$ cat src/rtl/game_tick_scheduler.sv
// rtl/game_tick_scheduler.sv - enable-strobe generator and run/pause/stop FSM for the snake game
//
// Purpose:
//   Derives single-cycle enables from the system clock. Downstream logic stays
//   on clk and qualifies its work with these strobes:
//     - pix_en    : every PIX_DIV cycles
//     - deb_tick  : every DEB_DIV cycles
//     - move_tick : at the speed-level dependent move rate, only in RUN
//
// Ports:
//   clk        in   system clock
//   rst_n      in   synchronous reset, active-low
//   run_req    in   pulse: start from IDLE or resume from PAUSE
//   pause_req  in   pulse: RUN -> PAUSE
//   stop_req   in   pulse: any state -> IDLE
//   level_load in   pulse: capture level_in as the pending level
//   level_in   in   [2:0] requested speed level
//   pix_en     out  pixel enable strobe
//   deb_tick   out  debounce strobe
//   move_tick  out  game move strobe
//   state      out  [1:0] 00 IDLE, 01 RUN, 10 PAUSE
//   level_out  out  [2:0] level currently applied to the move divisor

module game_tick_scheduler #(
  parameter int CLK_HZ   = 100_000_000,
  parameter int DEB_HZ   = 100,
  parameter int DEB_DIV  = CLK_HZ / DEB_HZ,
  parameter int PIX_DIV  = 4,
  parameter int BASE_DIV = 27_000_000,
  parameter int STEP_DIV = 2_500_000,
  parameter int MIN_DIV  = 8_000_000,
  parameter int DIV_W    = 32
) (
  input  logic       clk,
  input  logic       rst_n,
  input  logic       run_req,
  input  logic       pause_req,
  input  logic       stop_req,
  input  logic       level_load,
  input  logic [2:0] level_in,
  output logic       pix_en,
  output logic       deb_tick,
  output logic       move_tick,
  output logic [1:0] state,
  output logic [2:0] level_out
);

  localparam logic [1:0] S_IDLE  = 2'b00;
  localparam logic [1:0] S_RUN   = 2'b01;
  localparam logic [1:0] S_PAUSE = 2'b10;

  localparam int PIX_W = (PIX_DIV > 1) ? $clog2(PIX_DIV) : 1;
  localparam logic [PIX_W-1:0] PIX_LAST = PIX_W'(PIX_DIV - 1);
  localparam logic [DIV_W-1:0] DEB_LAST = DIV_W'(DEB_DIV - 1);
  localparam logic [DIV_W-1:0] BASE_V   = DIV_W'(BASE_DIV);
  localparam logic [DIV_W-1:0] STEP_V   = DIV_W'(STEP_DIV);
  localparam logic [DIV_W-1:0] MIN_V    = DIV_W'(MIN_DIV);
  // How far the divisor may drop below BASE_DIV before the floor takes over.
  localparam logic [DIV_W-1:0] HEADROOM = DIV_W'(BASE_DIV - MIN_DIV);

  logic [PIX_W-1:0] pix_cnt;
  logic [DIV_W-1:0] deb_cnt;
  logic [DIV_W-1:0] move_cnt;
  logic [DIV_W-1:0] step_total;
  logic [DIV_W-1:0] div;
  logic [2:0]       pending;
  logic             pend_valid;
  logic [1:0]       state_nxt;
  logic             pix_hit;
  logic             deb_hit;
  logic             move_hit;
  logic             apply_level;

  // Compare against the headroom first so the subtraction can never wrap.
  assign step_total = DIV_W'(level_out) * STEP_V;
  assign div        = (step_total >= HEADROOM) ? MIN_V : (BASE_V - step_total);

  assign pix_hit  = (pix_cnt == PIX_LAST);
  assign deb_hit  = (deb_cnt == DEB_LAST);
  // >= rather than ==: a level change while paused can shrink the divisor
  // below the frozen count, which must end the interval instead of wrapping.
  assign move_hit = (state == S_RUN) && (move_cnt >= div - DIV_W'(1));

  // Strobes are masked during the reset cycle so a terminal count that lands
  // on reset never escapes.
  assign pix_en    = rst_n & pix_hit;
  assign deb_tick  = rst_n & deb_hit;
  assign move_tick = rst_n & move_hit;

  // A pending level waits for an interval boundary while running.
  assign apply_level = pend_valid && ((state != S_RUN) || move_hit);

  always_comb begin
    state_nxt = state;
    if (stop_req) begin
      state_nxt = S_IDLE;
    end else if (pause_req && (state == S_RUN)) begin
      state_nxt = S_PAUSE;
    end else if (run_req && (state != S_RUN)) begin
      state_nxt = S_RUN;
    end
  end

  always_ff @(posedge clk) begin
    if (!rst_n) begin
      pix_cnt <= '0;
      deb_cnt <= '0;
    end else begin
      pix_cnt <= pix_hit ? '0 : pix_cnt + PIX_W'(1);
      deb_cnt <= deb_hit ? '0 : deb_cnt + DIV_W'(1);
    end
  end

  // The count advances in every RUN cycle, including the one carrying
  // pause_req, so a resume continues exactly where counting stopped.
  always_ff @(posedge clk) begin
    if (!rst_n) begin
      state    <= S_IDLE;
      move_cnt <= '0;
    end else begin
      state <= state_nxt;
      if (stop_req) begin
        move_cnt <= '0;
      end else if (state == S_RUN) begin
        move_cnt <= move_hit ? '0 : move_cnt + DIV_W'(1);
      end
    end
  end

  // A load in the same cycle as an application keeps the newer value pending.
  always_ff @(posedge clk) begin
    if (!rst_n) begin
      level_out  <= 3'd0;
      pending    <= 3'd0;
      pend_valid <= 1'b0;
    end else begin
      if (apply_level) begin
        level_out  <= pending;
        pend_valid <= 1'b0;
      end
      if (level_load) begin
        pending    <= level_in;
        pend_valid <= 1'b1;
      end
    end
  end

endmodule

$ cat config.mk
export PLATFORM = sky130hd
export DESIGN_NAME = game_tick_scheduler
export DESIGN_NICKNAME = d
export VERILOG_FILES = /design/src/rtl/game_tick_scheduler.sv
export SDC_FILE = /design/constraint.sdc
export NUM_CORES = 1
export LEC_CHECK = 0
export ABC_CLOCK_PERIOD_IN_PS = 6000
export BUFFER_PORTS_ARGS = -buffer_cell sky130_fd_sc_hd__buf_2
export CORE_MARGIN = 3
export CORE_UTILIZATION = 41
export DETAILED_ROUTE_END_ITERATION = 10
export PLACE_DENSITY = 0.62
export SLEW_MARGIN = 20
export SYNTH_ARGS = -nofsm -noshare
export SYNTH_HDL_FRONTEND = slang
export SYNTH_SLANG_ARGS = --single-unit
$ cat constraint.sdc
create_clock -name clk -period 6 [get_ports clk]
set_input_delay 0.3 -clock clk [delete_from_list [all_inputs] [get_ports clk]]
set_output_delay 0.3 -clock clk [all_outputs]
set_load 0.1 [all_outputs]
==> flow_summary.toml, run 1 <==
[run_status]
outcome = "completed"

[sta]
timing.setup.tns_ps = 0
min_period_ps = 5600
fmaxAchievable_ghz = 0.179
finalSetupViolations = 0
finClkSkew_ps = 8.56
tightest_slew_ps = 807
period_share_pct = 93.3
rsz0062_at_grt = "no"
drv_slew = 0
hold_viol_final = 0
maxSlewHeadroom_pct = 45.7

[cells_and_area]
final_common_cell = "nor2_1"
drive_gt1_share_pct = 7.99
ff_latch_area_um2 = 1500
diodes = 0
fillers = 1170
multi_input_area_um2 = 3390
layout_common_cells = "87 x nor2_1, 73 x dfxtp_1, 61 x nand2_1"
area_growth_pct = 11.5
fin_nets = 676

[route]
wl_per_cell_um = 13.9
viasPerCell = 5.42
first_iter_violations = 174
drc = 0
drtAntennaViolNets = 0
drt-pass1-iter-count = 4
via_count = 4168
wirelength_mm = 10.7

[synthesis]
synth_compound_area_share_pct = 11.9
ys_types = 59
synth_xor_area_share_pct = 15.5
ys_seq_area_share_pct = 30.3
synth_edf_count = 0
ys_seq_elements = 75
synth_top_family_by_area = "simple AND/OR/NAND/NOR gates"
synth_fa_ha_area_share_pct = 11.6
synth_area_um2 = 4950
synthArstFlopShare_pct = 0
synthFlopType = "dfxtp_1"
synthSimpleGateAreaFrac_pct = 27.2
synthMuxAreaShare_pct = 1.42
yosysWarnings = 0
synth_area_per_cell_um2 = 8.25
syn_inst = 600

[grt]
grt_pass1_wl_mm = 18.4
met3_usage_pct = 4.07
grt_usage_pct = 16.8
met1_usage_pct = 19.8
grt_max_degree = 33
grt_pass1_vias = 4118
grt-busiest-layer = "met2"
met2_usage_pct = 29.6
antenna_found_initial = 0
grt_overflow = 0

[clock_tree]
postCtsSetupRepairBufs = 0
numCtsBuffers = 9
worstSkewPairLatency_ps = 340
cts_hold_buf = 0
clk_path_buf_depth = 2
clk_pin_slew_ps = 60
cts_root_buf = "clkbuf_16"
htree_levels = 3
cts_sinks = 75
cts_tree = "yes"
cts_resized = 0

[setup_path]
critPathArrivalTime_ps = 5300
cp.required_ps = 5700
critPathCaptureType = "output pin"
reg2reg_depth = 20
startpoint_type = "register"
worst-setup-path-type = "reg2out"
crit_path_max_fanout = 7

[placed_design]
place_congestion = 0.844
dp_hpwl_mm = 8.05
port_buffers = 16

[floorplanning]
die_x_um = 116
fp.dieH_um = 116
io_pins = 17
dieArea_um2 = 13400
start_util_pct = 42.6
core_um2 = 11600
rows = 39

[power]
leakagePower_nw = 2.37
peakVddDrop_v = 0.000220
totalPowerFinal_mw = 1.10
powerDensity_nw_per_um2 = 200

[min_path]
holdPathStages = 2
min_path_type = "in2reg"

[job]
cap_violations = 0
cells in the mapped netlist (3+ instances only):
master | instances | area (um2)
a31oi_1 | 7 | 43.8
clkbuf_1 | 13 | 48.8
nand3b_1 | 3 | 22.5
xnor2_1 | 29 | 254
o21ai_0 | 12 | 60.1
ha_1 | 46 | 576
and2_1 | 5 | 31.3
nand2b_1 | 8 | 50.1
nor4_1 | 7 | 43.8
xor2_1 | 57 | 499
nand3_1 | 21 | 105
nor3_1 | 7 | 35.0
nand2_1 | 61 | 229
or3_1 | 4 | 25.0
a211oi_1 | 4 | 30.0
nor2b_1 | 10 | 62.6
mux2i_1 | 7 | 70.1
and3_1 | 20 | 125
nor2_1 | 87 | 327
nor3b_1 | 4 | 30.0
inv_1 | 10 | 37.5
a21oi_1 | 19 | 95.1
nand4_1 | 18 | 113
o21ai_1 | 7 | 35.0
a21o_1 | 14 | 105
dfxtp_1 | 75 | 1500
and4_1 | 6 | 52.6
layout make-up:
class / instances / share of cell area [%]
clock inverters: 6 / 0.862
well taps: 143 / 3.24
inverters: 10 / 0.680
clock buffers: 10 / 4.15
repair buffers: 21 / 2.36
flip-flops and latches: 75 / 27.3
multi-input cells: 504 / 61.5
worst max-delay path, cell delays in order, from the launching register on:
cell and delay (ps):
dfxtp_2 330, inv_1 100, ha_1 400, xnor2_2 390, ha_1 270, o311ai_1 160
a21boi_1 180, o211ai_1 110, or3b_1 420, a41oi_2 220, xnor2_1 120, a2111o_1 440
ha_1 300, a21o_1 180, a21o_1 170, a21oi_1 130, o21ai_0 130, a21o_1 190
a31oi_2 310, nor3b_4 70, buf_2 300
per-stage QoR:
step                cells  setup WS [ps]  hold WS, ps  cell area, um2  util [%]
detailed placement    753            626          424            5230      45.1
global route          769           67.4          157            5520      47.5
global placement      753            762          412            5230      45.1
floorplan             604            289          389            4980         -
finish                769            404          170            5520      47.5
CTS                   769            233          155            5510      47.4
cells by family (layout without fill, tap and decap cells):
logic type,Yosys count,after routing
flip-flops,75,75
multiplexers,7,7
AND/OR/NAND/NOR,272,272
buffers and inverters,25,47
other,1,5
AO/OA/AOI/OAI,87,87
adder cells (fa/ha/maj),46,46
XOR/XNOR,87,87
flip-flops by register name, summed over array words and instances, names as in the netlist:
signal / flops
pend_valid: 1
state: 2
pix_cnt: 2
deb_cnt: 32
pending: 3
level_out: 3
move_cnt: 32
routing by layer:
layer / vias up / wire length, um
met5: - / 0
met4: 0 / 159
met3: 19 / 309
met2: 53 / 5380
met1: 1950 / 4850
li1: 2146 / -
final timing paths:
path                        to          from  slack (ps)
hold / removal        state[0]     pause_req         170
setup reg to reg  level_out[0]  level_out[1]         730
hold reg to reg     pix_cnt[0]    pix_cnt[0]         430
setup / recovery     move_tick  level_out[1]         400
where the power goes:
group,switching [mW],internal [mW]
Clock,0.221,0.284
Sequential,0.00456,0.504
Combinational,0.0560,0.0319
No activity file was read; power rests on OpenSTA's default activity.
==> inputs of run 2 (changes only) <==
--- a/config.mk
+++ b/config.mk
@@ -9,6 +9,7 @@
 export BUFFER_PORTS_ARGS = -buffer_cell sky130_fd_sc_hd__buf_2
 export CORE_MARGIN = 3
 export CORE_UTILIZATION = 41
+export CTS_BUF_LIST = sky130_fd_sc_hd__clkbuf_2 sky130_fd_sc_hd__clkbuf_4 sky130_fd_sc_hd__clkbuf_8
 export DETAILED_ROUTE_END_ITERATION = 10
 export PLACE_DENSITY = 0.62
 export SLEW_MARGIN = 20
==> run 2 against run 1 <==
Against the previous run: design area fell by 1.8%; fmax fell by 0.56%; largest power group unchanged; combinational power barely moved; core utilization fell by 0.84 points; critical path type unchanged.
==> flow_summary.toml, run 2 (same netlist as run 1, synthesis figures left out) <==
[clock_tree]
clk_path_buf_depth = 2
worstSkewPairLatency_ps = 360
cts_root_buf = "clkbuf_8"
numCtsBuffers = 9
cts_sinks = 75
htree_levels = 3
cts_tree = "yes"
clk_pin_slew_ps = 90

[run_status]
outcome = "completed"

[power]
powerDensity_nw_per_um2 = 176
seqPwrFrac_pct = 53.2
leakagePower_nw = 2.33
peakVddDrop_v = 0.000188
combPwrFrac_pct = 9.2
pwr-share-clk_pct = 37.6
power.switching_mw = 0.261
totalPowerFinal_mw = 0.956
internal-power_mw = 0.695
swShare_pct = 27.3

[sta]
rsz0062_at_grt = "no"
period_share_pct = 93.8
drv_slew = 0
hold_viol_final = 0
timing.setup.tns_ps = 0
fmaxAchievable_ghz = 0.178
min_period_ps = 5630
tightest_slew_ps = 805
finClkSkew_ps = 11.7
finalSetupViolations = 0
maxSlewHeadroom_pct = 46.1

[cells_and_area]
drive_gt1_share_pct = 8.15
area_growth_pct = 9.53
fillers = 1181
layout_common_cells = "87 x nor2_1, 73 x dfxtp_1, 61 x nand2_1"
ff_latch_area_um2 = 1500
reg_top3 = "deb_cnt: 32 flops, move_cnt: 32 flops"
post-route-util_pct = 46.7
postLayoutCellArea_um2 = 5420
multi_input_area_um2 = 3390
instances_no_fill = 769
diodes = 0
fin_nets = 676
final_common_cell = "nor2_1"

[route]
wirelength_mm = 10.6
via_count = 4157
wl_per_cell_um = 13.8
first_iter_violations = 199
drc = 0
drtAntennaViolNets = 0
drt-pass1-iter-count = 4
viasPerCell = 5.41

[grt]
grt_usage_pct = 16.6
grt_max_degree = 33
grt_overflow = 0
grt_pass1_vias = 4097
grt_pass1_wl_mm = 18.2
antenna_found_initial = 0

[floorplanning]
io_pins = 17
rows = 39
start_util_pct = 42.6
fp.dieH_um = 116
dieArea_um2 = 13400
core_um2 = 11600
die_x_um = 116

[job]
cap_violations = 0

[setup_path]
startpoint_type = "register"
critPathArrivalTime_ps = 5330
path_cells = "inv_1, ha_1, xnor2_2, ha_1, o311ai_1, a21boi_1, o211ai_1, or3b_1, a41oi_2, xnor2_1, a2111o_1, ha_1, a21o_1, a21o_1, a21oi_1, o21ai_0, a21o_1, a31oi_2, nor3b_4, buf_2"
worst-path-buf-inv = 2
worst-setup-path-type = "reg2out"
cp.required_ps = 5700
crit_slowest_cell = "a2111o_1"
crit_path_max_fanout = 7
slowest_delay_ps = 440
crit_family = "compound AO/OA/AOI/OAI gates"
critPathCaptureType = "output pin"

[placed_design]
place_congestion = 0.844
dp_hpwl_mm = 8.05
port_buffers = 16
dp_cells = 753
placed_cell_area_um2 = 5230

[min_path]
min_path_type = "in2reg"
## run 2: cell count changes in the layout (fill, tap and decap cells not counted)
cell	change
clkbuf_1	-1
clkbuf_16	-9
clkbuf_4	+1
clkbuf_8	+9
## run 2: final cells by class
| cell class | count | share of cell area [%] |
|---|---|---|
| flip-flops and latches | 75 | 27.7 |
| repair buffers | 21 | 2.40 |
| well taps | 143 | 3.30 |
| clock buffers | 10 | 2.42 |
| inverters | 10 | 0.693 |
| clock inverters | 6 | 0.877 |
| multi-input cells | 504 | 62.6 |
## run 2: power groups by stage
stage,logic (mW),clock network [mW],registers (mW)
2_1_floorplan,0.0593,0,0.526
3_3_place_gp,0.0850,0,0.519
3_5_place_dp,0.0880,0,0.520
4_1_cts,0.0884,0.377,0.508
5_1_grt,0.0984,0.396,0.509
6_report,0.0877,0.360,0.508
## run 2: path summary, 6_finish.rpt
path / slack [ps] / to / cells past startpoint / start
max: 370 / move_tick / 20 / level_out[1]
min: 150 / state[0] / 2 / pause_req
max reg2reg: 730 / level_out[0] / 20 / level_out[1]
min reg2reg: 430 / pix_cnt[0] / 1 / pix_cnt[0]
## run 2: routing by layer
metal | share of wire [%] | global-route usage, %
met1 | 45 | 19.6
met2 | 50 | 29.2
met3 | 2.8 | 4.23
met4 | 1.9 | 5.72
met5 | 0 | 0
## run 2: per-stage QoR
stage	hold slack [ps]	setup WS [ps]
after detailed placement	424	626
after global placement	412	762
after CTS	119	196
after global routing	123	36.2
after floorplan	389	289
final	149	372
## run 2: repair_timing
action,CTS,global route
buffers inserted,0,0
setup endpoints to repair,0,1
hold buffers,0,0
resized for setup,0,1
==> inputs of run 3 (changes only) <==
--- a/config.mk
+++ b/config.mk
@@ -5,13 +5,14 @@
 export SDC_FILE = /design/constraint.sdc
 export NUM_CORES = 1
 export LEC_CHECK = 0
+export ABC_AREA = 1
 export ABC_CLOCK_PERIOD_IN_PS = 6000
 export BUFFER_PORTS_ARGS = -buffer_cell sky130_fd_sc_hd__buf_2
 export CORE_MARGIN = 3
 export CORE_UTILIZATION = 41
 export CTS_BUF_LIST = sky130_fd_sc_hd__clkbuf_2 sky130_fd_sc_hd__clkbuf_4 sky130_fd_sc_hd__clkbuf_8
 export DETAILED_ROUTE_END_ITERATION = 10
-export PLACE_DENSITY = 0.62
+export PLACE_DENSITY = 0.61
 export SLEW_MARGIN = 20
 export SYNTH_ARGS = -nofsm -noshare
 export SYNTH_HDL_FRONTEND = slang
==> run 3 against run 2 <==
Against the previous run: critical path type unchanged; clock skew hardly changed; non-clock buffer count is 2 lower; sequential share of layout area is 2.4 points lower; first-iteration DRC count is 48% higher; total power is 6.5% higher; highest routed layer unchanged; setup slack better by 140 ps; die area is 9.5% higher.
==> flow_summary.toml, run 3 <==
[setup_path]
cp_common_cell = "nand2_1"
slowest_delay_ps = 610
reg2reg_depth = 26
crit_path_max_fanout = 12
startpoint_type = "register"
cp.required_ps = 5700
worst-setup-path-type = "reg2out"
r2r_slack_ps = 970
crit_slowest_cell = "dfxtp_1"
critPathArrivalTime_ps = 5180
r2r_end = "move_cnt[11]"
r2r-start = "level_out[0]"
critPathCaptureType = "output pin"

[sta]
hold_viol_final = 0
fmaxAchievable_ghz = 0.182
maxSlewHeadroom_pct = 53.5
min_period_ps = 5480
period_share_pct = 91.4
drv_slew = 0
timing.setup.tns_ps = 0
finClkSkew_ps = 11.6
rsz0062_at_grt = "no"
finalSetupViolations = 0
tightest_slew_ps = 697

[min_path]
whs_endpoint = "state[0]"
hp-start = "pause_req"
min_path_type = "in2reg"
holdPathStages = 2

[cells_and_area]
final_common_cell = "nand2_1"
reg_top3 = "deb_cnt: 32 flops, move_cnt: 32 flops"
instances_no_fill = 995
diodes = 0
layout_common_cells = "169 x nand2_1, 103 x nor2_1, 83 x inv_1"
area_growth_pct = 8.71
fin_nets = 873
drive_gt1_share_pct = 9.96

[clock_tree]
numCtsBuffers = 9
clk_pin_slew_ps = 80
clk_path_buf_depth = 2
htree_levels = 3
worstSkewPairLatency_ps = 360
postCtsSetupRepairBufs = 0
cts_sinks = 75
cts_root_buf = "clkbuf_8"
cts_tree = "yes"
cts_resized = 0
cts_hold_buf = 0

[synthesis]
synth_xor_area_share_pct = 7.38
syn_inst = 794
ys_seq_elements = 75
ys_types = 46
synth_largest_area_cell = "dfxtp_1"
synthFlopType = "dfxtp_1"
synth.most_common_cell = "nand2_1"
synthArstFlopShare_pct = 0
synthMuxAreaShare_pct = 0
synth_top_family_by_area = "simple AND/OR/NAND/NOR gates"
synth_edf_count = 0
ys_seq_area_share_pct = 27.6
synth_area_um2 = 5440
synth_fa_ha_area_share_pct = 10.6
synth_compound_area_share_pct = 8.85
synth_area_per_cell_um2 = 6.86
ys_top_cells_by_count = "170 x nand2_1, 103 x nor2_1, 83 x inv_1, 75 x dfxtp_1, 50 x nand3_1"
yosysWarnings = 0
yosys-top-cells-area = "dfxtp_1 28%, nand2_1 12%, ha_1 11%"
synth_top_area_share_pct = 27.6
synthSimpleGateAreaFrac_pct = 38.0

[floorplanning]
dieArea_um2 = 14700
fp.dieH_um = 121
core_um2 = 12800
start_util_pct = 42.4
rows = 41
die_x_um = 121
io_pins = 17

[job]
cap_violations = 0

[route]
viasPerCell = 5.17
drc = 0
first_iter_violations = 294
wl_per_cell_um = 13.3
drtAntennaViolNets = 0
drt-pass1-iter-count = 5
via_count = 5148
wirelength_mm = 13.2

[power]
powerDensity_nw_per_um2 = 172
peakVddDrop_v = 0.0000963
leakagePower_nw = 2.44

[grt]
grt_usage_pct = 19.0
grt_overflow = 0
met3_usage_pct = 3.40
grt_pass1_wl_mm = 22.9
grt-busiest-layer = "met2"
grt_max_degree = 29
met2_usage_pct = 31.7
grt_pass1_vias = 5051
met1_usage_pct = 24.4
antenna_found_initial = 0

[placed_design]
dp_cells = 979
port_buffers = 16
place_congestion = 0.882
dp_hpwl_mm = 10.4

[run_status]
outcome = "completed"
-- run 3: final cells by class --
type	instances	area, um2
Clock inverter	6	65.1
Tap cell	172	215
Timing Repair Buffer	19	103
Inverter	92	345
Fill cell	1323	6910
Sequential cell	75	1500
Multi-Input combinational cell	621	3550
Clock buffer	10	138
-- run 3: kinds of logic after synthesis --
kind of cell	after synthesis
other cells	1
fa+ha+maj	46
flops	75
xor+xnor	45
compound gates	86
simple gates	439
buf+inv	102
-- run 3: worst max-delay path: cells and delay by family (launching register included) --
kind / cells / cell delay, ps
xor gates and xnor gates: 1 / 290
DFF: 1 / 610
buffers and inverters: 5 / 960
adders and majority gates: 3 / 830
and+or+nand+nor: 17 / 1920
AOI/OAI and AO/OA: 1 / 180
-- run 3: how the worst max path moves through the flow --
stage	start	endpoint	cells after the start
6_report	level_out[0]	move_tick	27
5_1_grt	level_out[0]	move_tick	26
4_1_cts	level_out[0]	move_tick	27
3_5_place_dp	level_out[0]	move_cnt[11]	26
3_3_place_gp	level_out[0]	move_cnt[6]	26
2_1_floorplan	level_out[1]	move_tick	28
-- run 3: metrics by stage --
stage	hold WS, ps	total power [mW]	worst slack, ps	util, %	cell area, um2
finish	132	1.02	516	46.1	5920
CTS	111	1.03	548	46.1	5920
floorplan	389	0.602	95.9	-	5460
detailed placement	423	0.628	707	44.5	5710
global route	135	1.06	65.7	46.1	5920
global placement	417	0.626	947	44.5	5710
-- run 3: where the power goes --
group | internal [mW] | switching [mW]
clock | 0.202 | 0.199
combinational | 0.0338 | 0.0740
sequential | 0.504 | 0.00462
total | 0.740 | 0.277
-- run 3: per-layer routing --
layer,vias up,wire length [um]
li1,2683,-
met1,2356,6380
met2,81,6120
met3,28,453
met4,0,287
met5,-,0
